==> src/rtl/alu_arbiter.sv <==
// Round-robin arbiter sharing one 8-bit ALU between two requesters.
// Optional rsp_zero result flag is enabled by defining ALU_ARB_ZERO_FLAG_EN.
module alu_arbiter #(
    parameter int DATA_W = 8,
    parameter int SEL_W  = 3,
    parameter int NREQ   = 2
) (
    input  logic                   clk,
    input  logic                   rst,
    input  logic [NREQ-1:0]        req_valid,
    output logic [NREQ-1:0]        req_ready,
    input  logic [NREQ*DATA_W-1:0] req_a,
    input  logic [NREQ*DATA_W-1:0] req_b,
    input  logic [NREQ*SEL_W-1:0]  req_sel,
    output logic [NREQ-1:0]        rsp_valid,
    input  logic [NREQ-1:0]        rsp_ready,
    output logic [DATA_W-1:0]      rsp_data,
    output logic                   rsp_carry,
    output logic [DATA_W-1:0]      alu_a,
    output logic [DATA_W-1:0]      alu_b,
    output logic [SEL_W-1:0]       alu_sel,
    input  logic [DATA_W-1:0]      alu_out,
    input  logic                   alu_carry,
`ifdef ALU_ARB_ZERO_FLAG_EN
    output logic                   rsp_zero,
`endif
    output logic                   busy
);

    typedef enum logic [1:0] {
        IDLE,
        EXEC,
        RESP
    } state_t;

    state_t state_q;
    state_t state_d;

    logic grant_q;
    logic last_grant_q;
    logic winner;
    logic accept;
    logic rsp_done;

    always_comb begin
        state_d   = state_q;
        req_ready = '0;
        winner    = 1'b0;
        accept    = 1'b0;
        rsp_done  = 1'b0;
        unique case (state_q)
            IDLE: begin
                if (|req_valid) begin
                    // Tie goes to whoever was not served last
                    if (req_valid[0] && req_valid[1])
                        winner = ~last_grant_q;
                    else
                        winner = ~req_valid[0];
                    accept            = 1'b1;
                    req_ready[winner] = 1'b1;
                    state_d           = EXEC;
                end
            end
            EXEC: state_d = RESP;
            RESP: begin
                if (rsp_ready[grant_q]) begin
                    rsp_done = 1'b1;
                    state_d  = IDLE;
                end
            end
            default: state_d = IDLE;
        endcase
    end

    assign busy = (state_q != IDLE);

    always_ff @(posedge clk) begin
        if (rst) begin
            state_q      <= IDLE;
            grant_q      <= 1'b0;
            last_grant_q <= 1'b1;
            alu_a        <= '0;
            alu_b        <= '0;
            alu_sel      <= '0;
            rsp_data     <= '0;
            rsp_carry    <= 1'b0;
            rsp_valid    <= '0;
`ifdef ALU_ARB_ZERO_FLAG_EN
            rsp_zero     <= 1'b0;
`endif
        end else begin
            state_q <= state_d;
            if (accept) begin
                grant_q <= winner;
                if (winner) begin
                    alu_a   <= req_a[2*DATA_W-1:DATA_W];
                    alu_b   <= req_b[2*DATA_W-1:DATA_W];
                    alu_sel <= req_sel[2*SEL_W-1:SEL_W];
                end else begin
                    alu_a   <= req_a[DATA_W-1:0];
                    alu_b   <= req_b[DATA_W-1:0];
                    alu_sel <= req_sel[SEL_W-1:0];
                end
            end
            if (state_q == EXEC) begin
                rsp_data <= alu_out;
                // ALU leaves a stale carry on logic ops; only ADD/SUB own it
                rsp_carry <= (alu_sel[SEL_W-1:1] == '0) ? alu_carry : 1'b0;
`ifdef ALU_ARB_ZERO_FLAG_EN
                rsp_zero <= (alu_out == '0);
`endif
                rsp_valid          <= '0;
                rsp_valid[grant_q] <= 1'b1;
            end
            if (rsp_done) begin
                last_grant_q <= grant_q;
                rsp_valid    <= '0;
            end
        end
    end

endmodule

==> config.mk <==
export PLATFORM = sky130hd
export DESIGN_NAME = alu_arbiter
export DESIGN_NICKNAME = d
export VERILOG_FILES = /design/src/rtl/alu_arbiter.sv
export SDC_FILE = /design/constraint.sdc
export NUM_CORES = 1
export LEC_CHECK = 0
export ABC_AREA = 1
export BUFFER_PORTS_ARGS = -buffer_cell sky130_fd_sc_hd__buf_2
export CORE_MARGIN = 3
export CORE_UTILIZATION = 45
export DETAILED_ROUTE_END_ITERATION = 8
export GPL_TIMING_DRIVEN = 1
export PLACE_DENSITY_LB_ADDON = 0.05
export SYNTH_ARGS = -nofsm -noshare
export SYNTH_HDL_FRONTEND = slang
export SYNTH_SLANG_ARGS = --single-unit
==> constraint.sdc <==
create_clock -name clk -period 1.74 [get_ports clk]
set_input_delay 0.261 -clock clk [delete_from_list [all_inputs] [get_ports clk]]
set_output_delay 0.261 -clock clk [all_outputs]
set_load 0.005 [all_outputs]
==> flow_summary.toml <==
[cells_and_area]
fin_area_um2 = 2130
nFillCells = 333
antenna_cells = 0
post-route-util_pct = 62.7
syn2layout_area_growth_pct = 33.0
layout.cells.non_filler = 372
fin_nets = 379
multiInputGateArea_um2 = 726
drive_above_1_share_pct = 32.2
seq_area_um2 = 681

[placement]
numPortBuffers = 85
gp_congestion = 0.751
dp.cells = 365
post_dp_cell_area_um2 = 2040
place.detailed.hpwl_um = 2630

[sta]
finalSetupViolCount = 0
period_minus_slack_ps = 1550
clock_skew_ps = 8.97
timing.slew.headroom_pct = 77.0
final_worst_path_cycle_share_pct = 89.2
worst-slew-pin-transition_ps = 344
report.final.slew_viol_count = 0
hold_slack_ps = 138
fmaxAchievable_mhz = 644
grt_setup_unrepaired = "false"
timing_hold_violations_final = 0
tns_ps = 0

[setup_path]
cp_data_arrival_time_ps = 1290
r2r-end = "alu_a[3]"
crit_path_cell_trace = "inv_1, nand2_1, nand2_1, nand2_1, inv_1, buf_2"
worst_path_cell_with_the_longest_stage_delay = "dfxtp_1"
worstReg2RegStart = "last_grant_q"
worst_setup_path_end_kind = "output port"
worst-setup-path-type = "flip-flop to output port"
worstPathMaxFanout = 5
start_kind = "flip-flop"
critical-path-max-stage-delay_ps = 340
worst_ep_required_time_ps = 1480
critical-path-top-cell-by-count = "nand2_1"
crit_start = "last_grant_q"
ff2ff_setup_slack_ps = 550
worst_r2r_path_depth = 6

[power]
p_leak_nw = 1.22
power.density_cell_area_nw_per_um2 = 917
vdd_ir_drop_max_mv = 0.436

[logic_synthesis]
synth_largest_area_cell = "dfxtp_1"
synth_enable_flop_cells = 0
synth_common_cells = "70 x nor2_1, 45 x nand2_1, 34 x dfxtp_1, 29 x inv_1, 24 x o21ai_0"
synth.top_cell.area_share_pct = 42.6
synth.avg_cell_area_um2 = 6.63
post_synth_instance_area_um2 = 1600
syn_nets = 294
async_set_or_reset_flop_fraction_in_the_synthesized_netlist_pct = 0
synth_top_flop_cell = "dfxtp_1"
post_synth_inst_count = 241
post_synth_main_area_contributors = "dfxtp_1 43%, nor2_1 16%, nand2_1 11%"
synth_most_common_cell = "nor2_1"
netlist-cell-type-count = 17
ys_ff_latch = 34
synth_sequential_area_ratio_pct = 42.6
warnings_from_yosys = 0

[worst_hold_path]
holdPathEnd = "rsp_data[6]"
min-delay-start = "alu_out[6]"
timing.hold.worst.class = "input pin to flip-flop"
holdPathStages = 3

[detailed_routing]
vias_per_cell = 4.35
routed_wirelength_um = 3570
route.vias.total = 1620
post_drt_wl_per_cell_um = 9.60
drt-pass1-iter-count = 4
final_antenna_net_count = 0
drtIter0Drc = 103
drc_errors = 0

[run]
maxCapViolations = 0

[global_route]
grt_pass1_vias = 1353
globalRouteTotalUtil_pct = 18.0
global_route_wire_length_before_repair_um = 5970
maximum_number_of_pins_on_one_net_before_global_route_repair = 33
grt_overflow_total = 0
antenna_found_initial = 0

[clocking]
hold_buffers = 0
clk_path_buf_depth = 2
cts_resized = 0
ctsHtreeMaxLevel = 2
cts_tree = "done"
source_to_sink_clock_delay_at_the_later_pin_of_the_worst_skew_pair_ps = 340
cts_inserted_buffers = 5
clk_pin_slew_worst_paths_ps = 100
cts_setup_buffers = 0
cts_root_buf = "clkbuf_4"
cts.sinks = 34

[floorplan]
core_region_area_um2 = 3390
dieWidth_um = 65.6
rows = 21
ioPinCount = 86
die-area_um2 = 4300
start_util_pct = 47.1
die-height_um = 65.6

[run_status]
status = "finished, final reports clean"
[registers in the layout, summed over array words and instances, names as in the netlist]
signal        cells
rsp_carry         1
state_q           2
alu_sel           3
alu_a             8
grant_q           1
last_grant_q      1
rsp_valid         2
alu_b             8
rsp_data          8
[critical path, delay by kind of cell, from the launching register on]
family	cells	cell delay [ps]
AND/OR/NAND/NOR	3	390
flip-flops	1	340
buffers and inverters	3	230
[power by group]
group          switching, W  leakage [nW]  internal, W  total, W
Combinational      0.000239         0.898     0.000206  0.000445
Clock              0.000262        0.0443     0.000334  0.000596
Sequential        0.0000421         0.281     0.000866  0.000908
[cells by family after synthesis]
logic type | after synthesis | share of synthesized area (%)
buf+inv | 41 | 12.0
flops | 34 | 42.6
compound gates | 34 | 11.5
simple gates | 132 | 33.9
[cells in the final DEF, fill, tap and decap left out]
cell type and instances:
a21boi_4 1, a21oi_1 7, buf_12 1, buf_2 85, buf_4 3, bufinv_16 1
clkbuf_4 5, clkbuf_8 1, dfxtp_1 34, inv_1 29, inv_2 1, nand2_1 45
nand2_2 5, nand3_1 8, nand4_1 2, nor2_1 70, nor2_2 1, nor2_8 1
o21ai_0 24, o21ai_1 2
[worst max path at each step]
stage,endpoint,slack [ps]
2_1_floorplan,req_ready[1],520
3_3_place_gp,alu_b[2],520
3_5_place_dp,alu_a[2],480
4_1_cts,req_ready[1],170
5_1_grt,req_ready[1],70
6_report,req_ready[1],190
[layer usage]
metal | up-vias | GRT usage [%] | share of wire (%)
li1 | 904 | - | -
met1 | 658 | 21.9 | 47
met2 | 52 | 28.4 | 44
met3 | 6 | 6.50 | 7.9
met4 | 0 | 7.77 | 1.7
met5 | - | 0 | 0
[metrics by stage]
| step | worst slack [ps] | power (W) |
|---|---|---|
| after floorplan | 524 | 0.00119 |
| after global placement | 517 | 0.00137 |
| after detailed placement | 475 | 0.00138 |
| after CTS | 165 | 0.00197 |
| after global routing | 71.3 | 0.00209 |
| final | 188 | 0.00195 |
[final cells by class]
cell class	count	share of cell area [%]
clock buffer	6	2.41
inverter	30	5.30
multi-input combinational	166	34.1
tap	46	2.71
timing repair buffer	89	22.0
sequential	34	32.0
clock inverter	1	1.41
No activity file was read; power rests on OpenSTA's default activity.
